**config.mk**
```make
export PLATFORM = sky130hd
export DESIGN_NAME = alu_exec
export DESIGN_NICKNAME = d
export VERILOG_FILES = /design/src/rtl/alu_pkg.sv /design/src/rtl/alu_exec_comb.sv /design/src/rtl/alu_exec.sv
export SDC_FILE = /design/constraint.sdc
export NUM_CORES = 1
export LEC_CHECK = 0
export ABC_AREA = 1
export CAP_MARGIN = 25
export CORE_MARGIN = 4
export CORE_UTILIZATION = 55
export CTS_CLUSTER_DIAMETER = 80
export CTS_CLUSTER_SIZE = 28
export DETAILED_ROUTE_END_ITERATION = 10
export PLACE_DENSITY = 0.77
export REMOVE_ABC_BUFFERS = 1
export SLEW_MARGIN = 20
export SYNTH_ARGS = -nofsm -noshare
export SYNTH_HDL_FRONTEND = slang
export SYNTH_SLANG_ARGS = --single-unit
export TNS_END_PERCENT = 20
```
**constraint.sdc**
```tcl
create_clock -name clk -period 3.15 [get_ports clk]
set_input_delay 0.63 -clock clk [delete_from_list [all_inputs] [get_ports clk]]
set_output_delay 0.63 -clock clk [all_outputs]
set_load 0.02 [all_outputs]
```
**src/rtl/alu_pkg.sv**
```systemverilog
// Shared definitions for the execute stage: ALU op codes, FSM/shift encodings,
// and the RV32I instruction-format constants the ALU decoder also uses.
package alu_pkg;

    localparam int OP_W = 5;

    localparam logic [OP_W-1:0] OP_ADD    = 5'h00;
    localparam logic [OP_W-1:0] OP_SUB    = 5'h01;
    localparam logic [OP_W-1:0] OP_AND    = 5'h02;
    localparam logic [OP_W-1:0] OP_OR     = 5'h03;
    localparam logic [OP_W-1:0] OP_XOR    = 5'h04;
    localparam logic [OP_W-1:0] OP_SLL    = 5'h05;
    localparam logic [OP_W-1:0] OP_SRL    = 5'h06;
    localparam logic [OP_W-1:0] OP_SLT    = 5'h07;
    localparam logic [OP_W-1:0] OP_SRA    = 5'h0E;
    localparam logic [OP_W-1:0] OP_SLTU   = 5'h0F;
    localparam logic [OP_W-1:0] OP_SLL_12 = 5'h10;

    localparam int LUI_SHAMT = 12;

    typedef enum logic [1:0] {
        ST_IDLE,
        ST_SHIFT,
        ST_DONE
    } state_e;

    typedef enum logic [1:0] {
        SH_LEFT,
        SH_RIGHT_LOG,
        SH_RIGHT_ARITH
    } shift_kind_e;

    localparam logic [6:0] OPC_LUI    = 7'b0110111;
    localparam logic [6:0] OPC_AUIPC  = 7'b0010111;
    localparam logic [6:0] OPC_OP_IMM = 7'b0010011;
    localparam logic [6:0] OPC_OP     = 7'b0110011;
    localparam logic [6:0] OPC_BRANCH = 7'b1100011;

    localparam logic [2:0] F3_ADD_SUB = 3'b000;
    localparam logic [2:0] F3_SLL     = 3'b001;
    localparam logic [2:0] F3_SLT     = 3'b010;
    localparam logic [2:0] F3_SLTU    = 3'b011;
    localparam logic [2:0] F3_XOR     = 3'b100;
    localparam logic [2:0] F3_SRL_SRA = 3'b101;
    localparam logic [2:0] F3_OR      = 3'b110;
    localparam logic [2:0] F3_AND     = 3'b111;

    function automatic logic is_shift_op(input logic [OP_W-1:0] op);
        return (op == OP_SLL) || (op == OP_SRL) || (op == OP_SRA);
    endfunction

    function automatic shift_kind_e shift_kind(input logic [OP_W-1:0] op);
        case (op)
            OP_SRL:  return SH_RIGHT_LOG;
            OP_SRA:  return SH_RIGHT_ARITH;
            default: return SH_LEFT;
        endcase
    endfunction

endpackage

```
**src/rtl/alu_exec_comb.sv**
```systemverilog
// Single-cycle ALU datapath: arithmetic, logic, compares, the LUI path and
// illegal-op detection. Shift ops are legal here but produced by the top.
module alu_comb
    import alu_pkg::*;
#(
    parameter int XLEN = 32
) (
    input  logic [OP_W-1:0] op,
    input  logic [XLEN-1:0] a,
    input  logic [XLEN-1:0] b,
    output logic [XLEN-1:0] result,
    output logic            illegal
);

    logic lt_signed;
    logic lt_unsigned;

    assign lt_signed   = $signed(a) < $signed(b);
    assign lt_unsigned = a < b;

    // NOTE: every output gets a default first so no path through the case infers a latch.
    always_comb begin
        result  = '0;
        illegal = 1'b0;
        case (op)
            OP_ADD:    result = a + b;
            OP_SUB:    result = a - b;
            OP_AND:    result = a & b;
            OP_OR:     result = a | b;
            OP_XOR:    result = a ^ b;
            OP_SLT:    result = {{(XLEN-1){1'b0}}, lt_signed};
            OP_SLTU:   result = {{(XLEN-1){1'b0}}, lt_unsigned};
            OP_SLL_12: result = b << LUI_SHAMT;
            OP_SLL, OP_SRL, OP_SRA: result = '0;
            default:   illegal = 1'b1;
        endcase
    end

endmodule

```
**src/rtl/alu_exec.sv**
```systemverilog
// Multi-cycle execute unit: single-cycle ALU ops plus an iterative
// 1-bit-per-cycle shifter, behind valid/ready handshakes on both sides.
module alu_exec
    import alu_pkg::*;
#(
    parameter int XLEN = 32,
    parameter int SHW  = 5
) (
    input  logic            clk,
    input  logic            reset,
    input  logic            in_valid,
    output logic            in_ready,
    input  logic [OP_W-1:0] op,
    input  logic [XLEN-1:0] a,
    input  logic [XLEN-1:0] b,
    output logic            out_valid,
    input  logic            out_ready,
    output logic [XLEN-1:0] result,
    output logic            zero,
    output logic            err
);

    state_e      state_q, state_d;
    shift_kind_e kind_q, kind_d;
    logic [XLEN-1:0] acc_q, acc_d;
    logic [SHW-1:0]  cnt_q, cnt_d;
    logic [XLEN-1:0] result_q, result_d;
    logic            zero_q, zero_d;
    logic            err_q, err_d;

    logic [XLEN-1:0] comb_result;
    logic            comb_illegal;
    logic [XLEN-1:0] acc_shifted;

    alu_comb #(.XLEN(XLEN)) u_comb (
        .op      (op),
        .a       (a),
        .b       (b),
        .result  (comb_result),
        .illegal (comb_illegal)
    );

    always_comb begin
        acc_shifted = '0;
        case (kind_q)
            SH_RIGHT_LOG:   acc_shifted = {1'b0, acc_q[XLEN-1:1]};
            SH_RIGHT_ARITH: acc_shifted = {acc_q[XLEN-1], acc_q[XLEN-1:1]};
            default:        acc_shifted = {acc_q[XLEN-2:0], 1'b0};
        endcase
    end

    always_comb begin
        state_d  = state_q;
        kind_d   = kind_q;
        acc_d    = acc_q;
        cnt_d    = cnt_q;
        result_d = result_q;
        zero_d   = zero_q;
        err_d    = err_q;
        case (state_q)
            ST_IDLE: begin
                if (in_valid) begin
                    if (is_shift_op(op)) begin
                        acc_d  = a;
                        cnt_d  = b[SHW-1:0];
                        kind_d = shift_kind(op);
                        if (b[SHW-1:0] == '0) begin
                            result_d = a;
                            zero_d   = (a == '0);
                            err_d    = 1'b0;
                            state_d  = ST_DONE;
                        end else begin
                            state_d  = ST_SHIFT;
                        end
                    end else begin
                        result_d = comb_result;
                        zero_d   = (comb_result == '0);
                        err_d    = comb_illegal;
                        state_d  = ST_DONE;
                    end
                end
            end
            ST_SHIFT: begin
                acc_d = acc_shifted;
                cnt_d = cnt_q - SHW'(1);
                // Last step: the shifted value goes straight into the result register.
                if (cnt_q == SHW'(1)) begin
                    result_d = acc_shifted;
                    zero_d   = (acc_shifted == '0);
                    err_d    = 1'b0;
                    state_d  = ST_DONE;
                end
            end
            ST_DONE: begin
                if (out_ready) state_d = ST_IDLE;
            end
            default: state_d = ST_IDLE;
        endcase
    end

    // NOTE: sequential state uses non-blocking assignments so all registers update together.
    always_ff @(posedge clk or posedge reset) begin
        if (reset) begin
            state_q  <= ST_IDLE;
            kind_q   <= SH_LEFT;
            acc_q    <= '0;
            cnt_q    <= '0;
            result_q <= '0;
            zero_q   <= 1'b0;
            err_q    <= 1'b0;
        end else begin
            state_q  <= state_d;
            kind_q   <= kind_d;
            acc_q    <= acc_d;
            cnt_q    <= cnt_d;
            result_q <= result_d;
            zero_q   <= zero_d;
            err_q    <= err_d;
        end
    end

    assign in_ready  = (state_q == ST_IDLE);
    assign out_valid = (state_q == ST_DONE);
    assign result    = result_q;
    assign zero      = zero_q;
    assign err       = err_q;

endmodule

```
==> flow_summary_export.csv, run 1 <==
group,metric,value,unit
status,status,"finished with violations",
status,failed_checks,"setup timing",
setup_path,path_max_fanout,7,
timing,drv_slew,0,
grt,grt-ovfl-total,0,
cts,cts-root-buf,"clkbuf_16",
floorplanning,die_height,152,µm
worst_hold_path,hold_start,"result[28]",
logic_synthesis,synth_edf_count,0,
setup_path,worst-r2r-setup-slack,560,ps
routing,routed_wl,53400,µm
setup_path,crit_start,"b[4]",
finish,final_core_util,82.4,%
logic_synthesis,syn_inst,2023,
setup_path,path_cells,"clkdlybuf4s50_1 -> inv_1 -> ha_4 -> nand2_1 -> nand2_2 -> inv_1 -> nand2_1 -> nand2_1 -> nand3_2 -> buf_4 -> nand2_1 -> nand2_1 -> nand2_1 -> nand2_1 -> nor2_1 -> buf_4 -> nand2_1 -> nor2_1 -> nand3_1 -> nor2_1 -> nand2_1 -> nand2_1 -> nand2_1 -> a21oi_2",
cts,htreeDepth,3,
logic_synthesis,synth_top_area_cell,"nand2_1",
logic_synthesis,seq_area_frac_synth,16.6,%
timing,rsz0062_at_grt,"yes",
timing,hold_slack,551,ps
place,dp_hpwl,41400,µm
floorplanning,dieArea,23000,µm²
logic_synthesis,synth_flop_cell,"dfrtp_1",
finish,num_antenna_cells,0,
setup_path,critPathBufInv,5,
cts,cts_made_buffers,9,
cts,cts_tree,"yes",
timing,setup_viol,1,
setup_path,arrival,3500,ps
grt,antenna_found_initial,0,
grt,grt_max_degree,73,
timing,fin_crit,3230,ps
worst_hold_path,worstHoldPathType,"reg -> reg",
pwr,cellPowerDensity,424,nW/µm²
routing,remaining_drc_errors,0,
timing,fmax,0.310,GHz
timing,period_share,103,%
setup_path,critical_path_class,"in -> reg",
finish,layout-drive-gt1-share,26.0,%
finish,area.growth.synth_to_final,47.2,%
routing,drt_first_pass_iters,7,
cts,insertion_delay,340,ps
grt,grt_pass1_vias,14600,
cts,cts_buffer_depth,2,
cts,clock-sinks,75,
logic_synthesis,synth_top_area_share,20.8,%
setup_path,reg2regPathDepth,10,
routing,wl_per_cell,19.6,µm
setup_path,crit_family,"simple AND/OR/NAND/NOR gates",
routing,vias,15900,
timing,finalHoldViolCount,0,
setup_path,critPathRequiredTime,3420,ps
setup_path,endpoint_kind,"flop",
logic_synthesis,syn_area_per_cell,5.60,µm²
cts,clkTransAtPathRegs,60,ps
place,gp_congestion,1.10,
setup_path,r2r-start,"kind_q[0]",
pwr,finalPower,0.00706,W
setup_path,crit_path_max_incr_delay,480,ps
logic_synthesis,synth.most_common_cell,"nand2_1",
pwr,p_leak,9.14,nW
setup_path,critPathLaunchType,"primary input",
logic_synthesis,synth.area.top_cells,"nand2_1 21%, dfrtp_1 17%, ha_1 13%",
grt,grtUsageTotal,44.2,%
finish,fin_nets,2637,
routing,final_antenna_net_count,0,
floorplanning,start_util,56.0,%
place,io_buffers,108,
timing,slew_headroom,53.2,%
routing,drt_iter0_drc,1871,
routing,vias_per_cell,5.84,
setup_path,timing.critical_path.mode_cell,"nand2_1",
floorplanning,rows,52,
logic_synthesis,synth_commonest_cells,"629 x nand2_1, 360 x inv_1, 211 x nor2_1",
floorplanning,coreArea,20200,µm²
grt,grt_pass1_wl,78100,µm
logic_synthesis,synthesis.area,11300,µm²
floorplanning,io_pins,109,
setup_path,cp.depth,24,
setup_path,slowest_stage,"clkdlybuf4s50_1",
timing,fin_skew,4.25,ps
timing,worst_pin_slew,693,ps
logic_synthesis,ys.warnings.count,0,
logic_synthesis,synth-seq-cells,75,
logic_synthesis,synth_async_sr_flop_share,100,%
logic_synthesis,yosysUniqueCellTypes,40,
setup_path,crit_path_end,"zero",
run,drv_cap,0,
setup_path,rr_endpoint,"zero",
floorplanning,die_w,152,µm
timing,worst_slack,-79.0,ps
pwr,peakVddDrop,0.325,mV
[metal layers]
layer	share of wire, %	GRT usage [%]
met5	0	0
met3	14	10.8
met1	37	57.5
met2	43	69.0
met4	6.0	20.7
[state kept, by name (all words and copies together), names as in the netlist]
signal / flops
result: 32
cnt_q: 5
acc_q: 32
state_q: 2
zero: 1
err: 1
kind_q: 2
[worst register-to-register path: stages (launching register included)]
cell and delay, ps:
dfrtp_1 390, inv_1 60, ha_1 420, inv_1 100, buf_4 290, o21ai_0 190, nor4_1 390, nand4_1 230
nor2_1 160, a21oi_1 130, a21oi_2 160
[cell usage in the layout, fill, tap and decap left out, types with 5 or more instances in the layout]
| master | instances |
|---|---|
| nor2_4 | 25 |
| buf_12 | 12 |
| clkdlybuf4s50_1 | 72 |
| dfrtp_1 | 75 |
| clkbuf_16 | 9 |
| a21oi_2 | 13 |
| nand2_1 | 587 |
| a21oi_1 | 51 |
| buf_6 | 5 |
| inv_1 | 317 |
| dlygate4sd2_1 | 7 |
| nor2_2 | 39 |
| o21ai_0 | 113 |
| nor2_1 | 164 |
| o22ai_1 | 36 |
| nand3_2 | 15 |
| o21ai_1 | 7 |
| dlymetal6s2s_1 | 29 |
| nand3_1 | 131 |
| ha_1 | 90 |
| ha_4 | 23 |
| inv_2 | 57 |
| nor3_1 | 22 |
| nand4_1 | 32 |
| nand2_2 | 46 |
| nand2_4 | 5 |
| a221oi_1 | 8 |
| nand3_4 | 5 |
| buf_4 | 356 |
| nor4_1 | 11 |
| a31oi_1 | 43 |
[how the worst min path moves through the flow]
| stage | depth (start not counted) | endpoint | slack [ps] |
|---|---|---|---|
| floorplan | 2 | kind_q[1] | 480 |
| detailed placement | 2 | err | 480 |
| CTS | 2 | kind_q[0] | 540 |
| finish | 2 | result[28] | 550 |
| global route | 2 | err | 570 |
| global placement | 2 | err | 470 |
[logic make-up (layout without fill, tap and decap cells)]
family / after synthesis / count (layout) / share of synthesized area [%]
buf+inv: 447 / 874 / 15.6
simple gates: 1089 / 1089 / 40.0
compound gates: 293 / 293 / 14.6
fa+ha+maj: 119 / 119 / 13.3
flops: 75 / 75 / 16.6
[report_power, final]
group | switching (W) | internal [W]
clock | 0.000381 | 0.000619
combinational | 0.00254 | 0.00175
sequential | 0.000315 | 0.00145
[cell type report]
cell class,count,area (µm²)
Clock buffer,15,288
Clock inverter,1,5.00
Fill cell,1443,3560
Inverter,376,1410
Multi-Input combinational cell,1501,8620
Sequential cell,75,1880
Tap cell,270,338
Timing Repair Buffer,482,4130
[through the flow]
step / std cells / setup TNS [ps] / cell area, µm² / worst slack, ps
2_1_floorplan: 1952 / -41300 / 11000 / -1110
5_1_grt: 2720 / -380 / 16700 / -182
6_report: 2720 / -79.0 / 16700 / -79.0
3_3_place_gp: 2681 / -6500 / 15200 / -668
4_1_cts: 2708 / 0 / 16000 / 1.04
3_5_place_dp: 2681 / -7700 / 15200 / -720
[repair_timing]
| item | CTS | global route |
|---|---|---|
| hold buffers | 0 | 0 |
| pin swaps | 20 | 45 |
| setup endpoints to repair | 6 | 17 |
| resized for setup | 121 | 176 |
| buffers inserted | 11 | 12 |
| gates cloned | 0 | 0 |
No activity file was read; power rests on OpenSTA's default activity.
==> run 2: changes to the inputs <==
Settings changed: CTS_CLUSTER_DIAMETER 80 to 120.
==> results of run 2 <==
The final DEF is identical to that of run 1; final timing and power are the same.
